`config.mk`:
```
export PLATFORM = sky130hd
export DESIGN_NAME = serial_tx_scheduler_flat
export DESIGN_NICKNAME = d
export VERILOG_FILES = /design/src/rtl/serial_tx_pkg.sv /design/src/rtl/serial_tx_scheduler_if.sv /design/src/rtl/rr_arbiter.sv /design/src/rtl/serial_tx_scheduler.sv /design/src/flat_wrapper.sv
export SDC_FILE = /design/constraint.sdc
export NUM_CORES = 1
export LEC_CHECK = 0
export CAP_MARGIN = 20
export CORE_MARGIN = 4
export CORE_UTILIZATION = 35
export DETAILED_ROUTE_END_ITERATION = 8
export HOLD_SLACK_MARGIN = 0.06
export PLACE_DENSITY_LB_ADDON = 0.1
export REMOVE_ABC_BUFFERS = 1
export SYNTH_ARGS = -nofsm -noshare
export SYNTH_HDL_FRONTEND = slang
export SYNTH_SLANG_ARGS = --single-unit
```
`constraint.sdc`:
```
create_clock -name clk -period 4.4 [get_ports clk]
set_clock_uncertainty 0.2 [all_clocks]
set_input_delay 0.66 -clock clk [delete_from_list [all_inputs] [get_ports clk]]
set_output_delay 0.66 -clock clk [all_outputs]
set_load 0.02 [all_outputs]
```
`src/rtl/serial_tx_pkg.sv`:
```
// Shared types and width helpers for the serial transmit scheduler.
package serial_tx_pkg;

  typedef enum logic [1:0] {
    IDLE  = 2'd0,
    GRANT = 2'd1,
    SEND  = 2'd2,
    DONE  = 2'd3
  } state_t;

  function automatic int id_width(input int n_req);
    return (n_req > 1) ? $clog2(n_req) : 1;
  endfunction

  function automatic int frame_len(input int n_req, input int word_w);
    return id_width(n_req) + word_w;
  endfunction

endpackage

```
`src/rtl/serial_tx_scheduler_if.sv`:
```
// Source-side handshake and serial-line signals of the transmit scheduler.
interface serial_tx_scheduler_if
  import serial_tx_pkg::*;
#(
  parameter int N_REQ  = 4,
  parameter int WORD_W = 4
);
  localparam int ID_W = id_width(N_REQ);

  logic [N_REQ-1:0]        req;
  logic [N_REQ*WORD_W-1:0] data;
  logic                    en;
  logic                    ser_out;
  logic                    ser_valid;
  logic                    frame_start;
  logic [N_REQ-1:0]        ack;
  logic                    busy;
  logic [ID_W-1:0]         cur_id;

  modport master (
    output req, data, en,
    input  ser_out, ser_valid, frame_start, ack, busy, cur_id
  );

  modport slave (
    input  req, data, en,
    output ser_out, ser_valid, frame_start, ack, busy, cur_id
  );
endinterface

```
`src/rtl/rr_arbiter.sv`:
```
// Combinational round-robin pick: first requester at or after ptr, wrapping.
module rr_arbiter
  import serial_tx_pkg::*;
#(
  parameter int N_REQ = 4,
  parameter int ID_W  = id_width(N_REQ)
) (
  input  logic [N_REQ-1:0] req,
  input  logic [ID_W-1:0]  ptr,
  output logic [N_REQ-1:0] gnt,
  output logic [ID_W-1:0]  idx,
  output logic             any_req
);
  int            cand;
  logic [ID_W-1:0] cand_idx;

  // Scan from the farthest offset down so the nearest requester wins last.
  always_comb begin
    idx      = '0;
    any_req  = 1'b0;
    cand     = 0;
    cand_idx = '0;
    for (int i = N_REQ - 1; i >= 0; i--) begin
      cand = int'(ptr) + i;
      if (cand >= N_REQ) cand = cand - N_REQ;
      cand_idx = ID_W'(cand);
      if (req[cand_idx]) begin
        idx     = cand_idx;
        any_req = 1'b1;
      end
    end
  end

  generate
    for (genvar gi = 0; gi < N_REQ; gi++) begin : g_gnt
      assign gnt[gi] = any_req && (idx == ID_W'(gi));
    end
  endgenerate
endmodule

```
`src/rtl/serial_tx_scheduler.sv`:
```
// Grants one source at a time and shifts out its id then data word, MSB first,
// acking the source once the whole frame has left. All outputs are registered.
module serial_tx_scheduler
  import serial_tx_pkg::*;
#(
  parameter int N_REQ  = 4,
  parameter int WORD_W = 4
) (
  input logic                  clk,
  input logic                  clr,
  serial_tx_scheduler_if.slave bus
);
  localparam int ID_W      = id_width(N_REQ);
  localparam int FRAME_LEN = frame_len(N_REQ, WORD_W);
  localparam int CNT_W     = $clog2(FRAME_LEN + 1);

  state_t               state_reg, state_next;
  logic [FRAME_LEN-1:0] shift_reg, shift_next;
  logic [CNT_W-1:0]     cnt_reg, cnt_next;
  logic [ID_W-1:0]      ptr_reg, ptr_next;
  logic [ID_W-1:0]      cur_id_reg, cur_id_next;
  logic [N_REQ-1:0]     gnt_mask_reg, gnt_mask_next;
  logic [N_REQ-1:0]     ack_reg, ack_next;
  logic                 ser_out_reg, ser_out_next;
  logic                 ser_valid_reg, ser_valid_next;
  logic                 frame_start_reg, frame_start_next;
  logic                 busy_reg, busy_next;

  logic [N_REQ-1:0]     arb_gnt;
  logic [ID_W-1:0]      arb_idx;
  logic                 arb_any;
  logic [WORD_W-1:0]    words [N_REQ];
  logic [FRAME_LEN-1:0] frame_cur;
  logic [CNT_W-1:0]     cnt_cur;

  rr_arbiter #(.N_REQ(N_REQ), .ID_W(ID_W)) u_arb (
    .req     (bus.req),
    .ptr     (ptr_reg),
    .gnt     (arb_gnt),
    .idx     (arb_idx),
    .any_req (arb_any)
  );

  generate
    for (genvar gi = 0; gi < N_REQ; gi++) begin : g_words
      assign words[gi] = bus.data[gi*WORD_W +: WORD_W];
    end
  endgenerate

  // The GRANT edge builds the frame from the live word, so bit 0 can leave on that same edge;
  // en at an edge decides whether the following cycle carries a bit.
  assign frame_cur = (state_reg == GRANT) ? {cur_id_reg, words[cur_id_reg]} : shift_reg;
  assign cnt_cur   = (state_reg == GRANT) ? '0 : cnt_reg;

  always_comb begin
    state_next       = state_reg;
    shift_next       = shift_reg;
    cnt_next         = cnt_reg;
    ptr_next         = ptr_reg;
    cur_id_next      = cur_id_reg;
    gnt_mask_next    = gnt_mask_reg;
    ack_next         = '0;
    ser_out_next     = ser_out_reg;
    ser_valid_next   = 1'b0;
    frame_start_next = 1'b0;
    busy_next        = busy_reg;
    case (state_reg)
      IDLE: begin
        ser_out_next = 1'b0;
        if (arb_any) begin
          state_next    = GRANT;
          cur_id_next   = arb_idx;
          gnt_mask_next = arb_gnt;
          busy_next     = 1'b1;
        end
      end
      GRANT, SEND: begin
        if (state_reg == GRANT)
          ptr_next = (cur_id_reg == ID_W'(N_REQ - 1)) ? '0 : cur_id_reg + 1'b1;
        state_next = SEND;
        shift_next = frame_cur;
        cnt_next   = cnt_cur;
        if (cnt_cur == CNT_W'(FRAME_LEN)) begin
          state_next   = DONE;
          ser_out_next = 1'b0;
          ack_next     = gnt_mask_reg;
        end else if (bus.en) begin
          ser_out_next     = frame_cur[FRAME_LEN-1];
          ser_valid_next   = 1'b1;
          frame_start_next = (cnt_cur == '0);
          shift_next       = {frame_cur[FRAME_LEN-2:0], 1'b0};
          cnt_next         = cnt_cur + 1'b1;
        end
      end
      DONE: begin
        state_next   = IDLE;
        busy_next    = 1'b0;
        ser_out_next = 1'b0;
      end
      default: state_next = IDLE;
    endcase
  end

  always_ff @(posedge clk) begin
    if (clr) begin
      state_reg       <= IDLE;
      shift_reg       <= '0;
      cnt_reg         <= '0;
      ptr_reg         <= '0;
      cur_id_reg      <= '0;
      gnt_mask_reg    <= '0;
      ack_reg         <= '0;
      ser_out_reg     <= 1'b0;
      ser_valid_reg   <= 1'b0;
      frame_start_reg <= 1'b0;
      busy_reg        <= 1'b0;
    end else begin
      state_reg       <= state_next;
      shift_reg       <= shift_next;
      cnt_reg         <= cnt_next;
      ptr_reg         <= ptr_next;
      cur_id_reg      <= cur_id_next;
      gnt_mask_reg    <= gnt_mask_next;
      ack_reg         <= ack_next;
      ser_out_reg     <= ser_out_next;
      ser_valid_reg   <= ser_valid_next;
      frame_start_reg <= frame_start_next;
      busy_reg        <= busy_next;
    end
  end

  assign bus.ser_out     = ser_out_reg;
  assign bus.ser_valid   = ser_valid_reg;
  assign bus.frame_start = frame_start_reg;
  assign bus.ack         = ack_reg;
  assign bus.busy        = busy_reg;
  assign bus.cur_id      = cur_id_reg;
endmodule

```
`src/flat_wrapper.sv`:
```
// flat-port wrapper written by rule: the top's interface ports become plain ports
module serial_tx_scheduler_flat import serial_tx_pkg::*;
#(
  parameter int N_REQ  = 4,
  parameter int WORD_W = 4
)
  (clk, clr, bus_req, bus_data, bus_en, bus_ser_out, bus_ser_valid, bus_frame_start, bus_ack, bus_busy, bus_cur_id);
  serial_tx_scheduler_if #(.N_REQ(N_REQ), .WORD_W(WORD_W)) bus_i ();
  input logic clk;
  input logic clr;
  input wire logic [$bits(bus_i.req)-1:0] bus_req;
  input wire logic [$bits(bus_i.data)-1:0] bus_data;
  input wire logic [$bits(bus_i.en)-1:0] bus_en;
  output wire logic [$bits(bus_i.ser_out)-1:0] bus_ser_out;
  output wire logic [$bits(bus_i.ser_valid)-1:0] bus_ser_valid;
  output wire logic [$bits(bus_i.frame_start)-1:0] bus_frame_start;
  output wire logic [$bits(bus_i.ack)-1:0] bus_ack;
  output wire logic [$bits(bus_i.busy)-1:0] bus_busy;
  output wire logic [$bits(bus_i.cur_id)-1:0] bus_cur_id;
  assign bus_i.req = bus_req;
  assign bus_i.data = bus_data;
  assign bus_i.en = bus_en;
  assign bus_ser_out = bus_i.ser_out;
  assign bus_ser_valid = bus_i.ser_valid;
  assign bus_frame_start = bus_i.frame_start;
  assign bus_ack = bus_i.ack;
  assign bus_busy = bus_i.busy;
  assign bus_cur_id = bus_i.cur_id;
  serial_tx_scheduler #(.N_REQ(N_REQ), .WORD_W(WORD_W)) u_core (.clk(clk), .clr(clr), .bus(bus_i));
endmodule
```
==> results.toml <==
[worst_setup_path]
cp_common_cell = "ha_1"
worstRegToRegCells = 8
startpoint_type = "register"
cp.depth = 8
path_max_fanout = 17
path_buf_inv = 1
path_class = "register to register"
worstPathCellList = "ha_1, nand2b_1, inv_1, ha_1, nand3b_4, o211ai_1, nor2b_1, a221o_1"
slowest_stage = "ha_1"
crit_arrival_ps = 2620
endpoint_kind = "register"
cp_data_required_time_ps = 4370
cpPeakStageDelay_ps = 590
path_delay_family = "adder cells"

[finish]
largest_register_ffs = 6
diodes = 0
num-fill-cells = 387
seq_area_sq_um = 541
layout.nets = 210
area_growth_pct = 26.2
stdcell_count = 229
final_layout_size_suffix_gt1_share_pct = 5.03
multi_input_area_sq_um = 833

[detailed_routing]
antenna_left = 0
drt_iter0_markers = 54
wire_per_inst_microns = 13.9
via_count = 1216
dr.pass1.iters = 4
vias_per_cell = 5.31
drc = 0
wl_mm = 3.19

[sta]
max_slew.worst_pin.slew_ps = 899
min_period_over_period_pct = 60.1
fmax_mhz = 378
slew_headroom_pct = 39.9
fin_setup_tns_ps = 0
fin_crit_ps = 2640
setup_viol = 0
hold_violations = 0
rsz0062_at_grt = "false"
slew_violations = 0
setup_slack_ps = 1760

[synth]
synth_top_area_cell = "dfxtp_1"
ys_warn_count = 0
ys_seq_area_share_pct = 37.2
ys_top_cells_by_area = "dfxtp_1 37%, ha_1 6.0%, a21oi_1 4.8%"
synth.distinct_cells = 42
synth-seq-cells = 27
syn-cell-area_sq_mm = 0.00145
synthFlopType = "dfxtp_1"
synthArstFlopShare_pct = 0
synth-edff-count = 0
synth_top_area_share_pct = 37.2
synth_most_common_cell = "dfxtp_1"
synth_area_per_cell_sq_um = 9.55
syn_inst = 152
synthTopCellsByCount = "27 x dfxtp_1, 14 x a21oi_1, 11 x nor2_1"

[power_and_ir_drop]
power_leakage_nw = 0.706
report.power.total_mw = 0.928
power_density_mw_per_mm2 = 507
ir_worst_vdd_uv = 306

[global_routing]
grt_pass1_vias = 1183
antenna_found_initial = 0
gr-total-overflow = 0
grt_max_degree = 27
grtUsageTotal_pct = 12.7
grt_pass1_wl_mm = 5.34

[die]
dieHeight_microns = 72.4
num_rows = 23
chipWidth_microns = 72.4
io_pins = 33
initial_core_util_pct = 36.3
dieArea_sq_mm = 0.00524
core_sq_mm = 0.00400

[clock_tree]
htree_levels = 1
postCtsResizedCells = 0
clock-sinks = 27
root_buffer = "clkbuf_8"
path_clk_slew_ps = 100
cts_setup_buffers = 0
hold_buffers = 0
cts_tree = "yes"
cts_max_path_buffers = 2
cts_buffers = 3
clock_latency_ps = 280

[place]
dp.cells = 225
place_congestion = 0.763
pre_cts_ws_ps = 1710
dp.final_hpwl_mm = 2.44
io_buffers = 32

[hold_path]
hp-class = "register to register"
worstHoldPathCells = 1

[run_status]
status = "completed"

[job]
cap_violations = 0
-- cell type report --
| type | count | area share (%) |
|---|---|---|
| inverter | 7 | 1.43 |
| clock inverter | 1 | 0.410 |
| sequential | 27 | 29.5 |
| clock buffer | 3 | 2.25 |
| timing repair buffer | 32 | 17.5 |
| multi-input combinational | 109 | 45.5 |
| tap | 50 | 3.42 |
-- power breakdown --
part	switching (mW)	total (mW)	internal, mW
registers	0.0428	0.344	0.301
clock network	0.0842	0.149	0.0644
logic	0.228	0.436	0.207
-- placed cells by master, fill, tap and decap left out, types with 2 or more instances in the layout --
cell	n
clkdlybuf4s50_1	32
dfxtp_1	27
a21oi_1	14
nor2_1	11
nand2b_1	9
nand2_1	8
inv_1	7
ha_1	7
mux2i_1	6
nand3_1	5
and2_1	5
nor2b_1	5
nor3b_1	3
clkbuf_8	3
o21a_1	2
a2111oi_0	2
mux4_1	2
nor3_1	2
mux4_2	2
a221o_1	2
o22ai_1	2
nand3b_1	2
o41ai_1	2
a32o_1	2
-- layer usage --
layer	wire length [microns]	up-vias	global-route usage (%)
met3	194	4	3.46
li1	-	611	-
met4	27	0	2.66
met5	0	-	0
met2	1500	35	21.5
met1	1470	566	16.1
-- final timing paths --
| check | from | end | slack (ps) |
|---|---|---|---|
| worst max-delay path | u_core.state_reg[0] | u_core.shift_reg[2] | 1760 |
| worst min-delay path | u_core.gnt_mask_reg[1] | u_core.bus.ack[1] | 260 |
| worst max register to register | u_core.state_reg[0] | u_core.shift_reg[2] | 1760 |
| worst min register to register | u_core.gnt_mask_reg[1] | u_core.bus.ack[1] | 260 |
-- cells by family after synthesis --
logic type                 synth area share (%)
muxes                                      10.9
adders and majority gates                  6.03
buffers and inverters                      5.34
DFF                                        37.2
and+or+nand+nor                            22.8
AOI/OAI and AO/OA                          17.7
-- through the flow --
step / cell area [sq um] / utilization [%] / hold WS (ps)
after global placement: 1780 / 44.6 / 234
final: 1830 / 45.8 / 264
after detailed placement: 1780 / 44.6 / 244
after global routing: 1830 / 45.8 / 291
after floorplan: 1400 / - / 221
after CTS: 1830 / 45.8 / 271
(Power assumes the default switching activity.)
==> patch 1: new RTL, same settings <==
`WORD_W` is set to 4 in 3 places; all go to 16.
--- a/src/rtl/serial_tx_scheduler_if.sv
+++ b/src/rtl/serial_tx_scheduler_if.sv
@@ -3,7 +3,7 @@
   import serial_tx_pkg::*;
 #(
   parameter int N_REQ  = 4,
-  parameter int WORD_W = 4
+  parameter int WORD_W = 16
 );
   localparam int ID_W = id_width(N_REQ);
 
--- a/src/rtl/serial_tx_scheduler.sv
+++ b/src/rtl/serial_tx_scheduler.sv
@@ -4,7 +4,7 @@
   import serial_tx_pkg::*;
 #(
   parameter int N_REQ  = 4,
-  parameter int WORD_W = 4
+  parameter int WORD_W = 16
 ) (
   input logic                  clk,
   input logic                  clr,
--- a/src/flat_wrapper.sv
+++ b/src/flat_wrapper.sv
@@ -2,7 +2,7 @@
 module serial_tx_scheduler_flat import serial_tx_pkg::*;
 #(
   parameter int N_REQ  = 4,
-  parameter int WORD_W = 4
+  parameter int WORD_W = 16
 )
   (clk, clr, bus_req, bus_data, bus_en, bus_ser_out, bus_ser_valid, bus_frame_start, bus_ack, bus_busy, bus_cur_id);
   serial_tx_scheduler_if #(.N_REQ(N_REQ), .WORD_W(WORD_W)) bus_i ();
Ports: changed (resized bus_data); port bits go from 33 to 81. The function was not compared with the original's and may differ.
==> patch 1 against the original RTL <==
- synthesized area rose by 72%
- sequential power is 47% higher
- design area increased by 88%
- worst setup slack got worse by 0.19 ns
- routed wire length grew 110%
- power increased by 66%
- combinational power grew 78%
- sequential cell count is 14 higher
- critical path type unchanged
- critical endpoint is now u_core.shift_reg[15]
==> patch 1: results (changes against the original RTL) <==
metric,value,unit,change
status,completed,,unchanged
gp_congestion,0.756,,was 0.763
seq_area_frac_synth,32.9,%,was 37.2%
port_buffers,80,,was 32
path_clk_slew,0.08,ns,was 0.10 ns
clk_latency,0.30,ns,was 0.28 ns
grt_pass1_vias,2332,,was 1183
grt_usage,15.6,%,was 12.7%
dpl_worst_slack,1.52,ns,was 1.71 ns
wl,6570,um,was 3190 um
slowest_stage,o41ai_2,,was ha_1
hpwl,4730,um,was 2440 um
grt_max_degree,37,,was 27
synthTopCellsByArea,"dfxtp_1 33%, a22oi_1 8.7%, mux2_2 7.7%",,"was dfxtp_1 37%, ha_1 6.0%, a21oi_1 4.8%"
fin_nets,439,,was 210
worstMarginPinSlew,0.665,ns,was 0.899 ns
crit_start,u_core.state_reg[1],,was u_core.state_reg[0]
layout-drive-gt1-share,9.14,%,was 5.03%
drt_iter0_drc,100,,was 54
rows,30,,was 23
place_area,3350,um2,was 1780 um2
synthCells,290,,was 152
power.internal,899,uW,was 573 uW
cts_buffers,5,,was 3
path_max_fanout,29,,was 17
peakVddDrop,263,uV,was 306 uV
hold_depth,2,,was 1
critPathTopFamily,compound AO/OA/AOI/OAI gates,,was adder cells
critPathArrivalTime,2.83,ns,was 2.62 ns
==> patch 1: cell count changes in the layout (fill, tap and decap cells not counted), sizes merged, moves of 5 or more <==
| cell | change |
|---|---|
| clkdlybuf4s50 | +48 |
| mux2 | +32 |
| a22oi | +28 |
| o21ai | +22 |
| inv | +16 |
| dfxtp | +14 |
| o31ai | +14 |
| a21oi | +8 |
| nand2 | +8 |
| nand2b | -5 |
==> patch 1: kinds of logic after synthesis <==
logic type	synth area share [%]
AO/OA/AOI/OAI	26.4
adder cells (fa/ha/maj)	3.51
buffers and inverters	7.87
flip-flops	32.9
multiplexers	15.6
AND/OR/NAND/NOR	13.7
==> patch 1: per-layer routing <==
layer	part of all wire [%]	GRT usage [%]	wire length (um)
met4	1.8	5.82	116
met5	0	0	0
met1	48	20.4	3130
met3	7.1	4.14	466
met2	43	24.7	2860
==> patch 1: worst paths after layout <==
kind                                  to  slack, ns
hold reg to reg   u_core.gnt_mask_reg[3]       0.26
hold / removal    u_core.gnt_mask_reg[3]       0.26
setup / recovery    u_core.shift_reg[15]       1.56
setup reg to reg    u_core.shift_reg[15]       1.56
==> patch 1: power by group through the flow <==
stage | sequential [uW] | combinational, uW | clock [uW]
after global routing | 517 | 879 | 274
after CTS | 506 | 792 | 261
after floorplan | 533 | 495 | 0
after detailed placement | 515 | 789 | 0
after global placement | 512 | 784 | 0
final | 505 | 778 | 256
==> patch 1: layout make-up <==
class	instances	area [um2]
clock buffers	6	82.6
multi-input cells	206	1480
well taps	96	120
repair buffers	84	843
fillers	684	3430
clock inverters	1	7.51
flip-flops and latches	41	821
inverters	23	86.3
==> patch 2: new RTL, same settings <==
Made on the original files. Re-encode `state_t` (4 states) as Gray code, 2 bits wide.
--- a/src/rtl/serial_tx_pkg.sv
+++ b/src/rtl/serial_tx_pkg.sv
@@ -2,10 +2,10 @@
 package serial_tx_pkg;
 
   typedef enum logic [1:0] {
-    IDLE  = 2'd0,
-    GRANT = 2'd1,
-    SEND  = 2'd2,
-    DONE  = 2'd3
+    IDLE  = 2'b00,
+    GRANT = 2'b01,
+    SEND  = 2'b11,
+    DONE  = 2'b10
   } state_t;
 
   function automatic int id_width(input int n_req);
Function: same outputs for any inputs over 10 cycles, from zero or initial values; not proved beyond that.
==> patch 2 against the original RTL <==
- die area is 6.6% lower
- final cell count is 4.4% lower
- worst setup slack better by 0.0059 ns
- sequential share of layout area is 1.8 points higher
- global-route usage is 0.55 points higher
- critical path depth is 2 lower
- maximum frequency is 0.22% higher
- highest routed layer unchanged
- routed wire length is 2.8% lower
- design area is 5.8% lower
- critical endpoint is now u_core.shift_reg[4]
- sequential cell count stayed put
- synthesized area is 7.4% lower
Power is not compared: it rests on default switching activity, and its combinational part moved more than twofold at a synthesized area within 25%.
==> patch 2: results (changes against the original RTL) <==
metric,value,unit,change
synthCells,143,,was 152
yosysWarnings,0,,unchanged
critPathMaxStageDelay,0.52,ns,was 0.59 ns
synthMuxAreaShare,14.2,%,was 10.9%
antennaDiodeCount,0,,unchanged
crit_start,u_core.state_reg[1],,was u_core.state_reg[0]
drtPass1Iterations,4,,unchanged
p_leak,0.000635,uW,
clockRootBuffer,clkbuf_8,,unchanged
multi_input_area,741,um2,was 833 um2
fin_hold_ws,0.269,ns,was 0.264 ns
layout-drive-gt1-share,4.68,%,was 5.03%
final_antenna_net_count,0,,unchanged
wl,3100,um,was 3190 um
nFillCells,383,,was 387
synthTopCellsByArea,"dfxtp_1 40%, mux2i_1 7.4%, nand2_1 4.2%",,"was dfxtp_1 37%, ha_1 6.0%, a21oi_1 4.8%"
synthAdderAreaFrac,3.72,%,was 6.03%
vias_per_cell,5.32,,was 5.31
dpl_worst_slack,1.74,ns,was 1.71 ns
grt_max_degree,15,,was 27
htreeDepth,1,,unchanged
path_max_fanout,12,,was 17
seq_area_frac_synth,40.2,%,was 37.2%
grt_pass1_wl,5370,um,was 5340 um
synth_compound_area_share,18.2,%,was 17.7%
drt_iter0_drc,19,,was 54
rr_worst_depth,6,,was 8
synth_cell_type_count,43,,was 42
hold_depth,1,,unchanged
grt_pass1_vias,1152,,was 1183
gp_congestion,0.731,,was 0.763
antenna_found_initial,0,,unchanged
critPathTopFamily,simple AND/OR/NAND/NOR gates,,was adder cells
hpwl,2400,um,was 2440 um
reg2reg_slack,1.76,ns,about the same
r2r_end,u_core.shift_reg[4],,was u_core.shift_reg[2]
critPathArrivalTime,2.58,ns,was 2.62 ns
worstMarginPinSlew,0.641,ns,was 0.899 ns
slowest_stage,dfxtp_1,,was ha_1
status,completed,,unchanged
whs_endpoint,u_core.bus.ack[0],,was u_core.bus.ack[1]
dpl.cell_count,215,,was 225
fin_nets,199,,was 210
port_buffers,32,,unchanged
grt_usage,13.2,%,was 12.7%
min_from,u_core.gnt_mask_reg[0],,was u_core.gnt_mask_reg[1]
wl_per_cell,14.1,um,was 13.9 um
place_area,1680,um2,was 1780 um2
synthXorXnorAreaFrac,0.652,%,was 0%
post_cts_resized,0,,unchanged
cts_buffers,3,,unchanged
synth_common_cells,"27 x dfxtp_1, 15 x nand2_1, 12 x nor2_1",,"was 27 x dfxtp_1, 14 x a21oi_1, 11 x nor2_1"
timing.rr.start,u_core.state_reg[1],,was u_core.state_reg[0]
patch 2: final cells by class:
| cell class | count | share of cell area, % |
|---|---|---|
| Tap cell | 48 | 3.48 |
| Inverter | 5 | 1.09 |
| Sequential cell | 27 | 31.3 |
| Timing Repair Buffer | 32 | 18.6 |
| Clock buffer | 4 | 2.61 |
| Multi-Input combinational cell | 103 | 42.9 |
patch 2: kinds of logic (layout without fill, tap and decap cells):
| group | count (synthesis) | after routing |
|---|---|---|
| multiplexers | 14 | 14 |
| AO/OA/AOI/OAI | 34 | 34 |
| flip-flops | 27 | 27 |
| adder cells (fa/ha/maj) | 4 | 4 |
| XOR/XNOR | 1 | 1 |
| buffers and inverters | 13 | 41 |
| AND/OR/NAND/NOR | 50 | 50 |
patch 2: per-layer routing:
metal	GRT usage (%)	wire (um)	vias up
li1	-	-	577
met1	17.3	1490	549
met2	21.6	1420	34
met3	1.73	138	4
met4	5.96	51	0
met5	0	0	-
patch 2: power by group through the flow:
stage          Sequential (uW)  Clock (uW)  Combinational, uW
5_1_grt                    304         152                185
2_1_floorplan              303           0                101
3_5_place_dp               306           0                168
4_1_cts                    300         142                169
6_report                   299         139                166
3_3_place_gp               305           0                163
patch 2: worst max-delay path by stage:
stage	to	slack, ns	cells after the start
6_report	u_core.shift_reg[4]	1.76	6
5_1_grt	u_core.shift_reg[1]	1.41	7
3_3_place_gp	u_core.shift_reg[4]	1.75	5
3_5_place_dp	u_core.shift_reg[4]	1.74	5
2_1_floorplan	u_core.shift_reg[4]	2.22	6
4_1_cts	u_core.shift_reg[1]	1.72	7
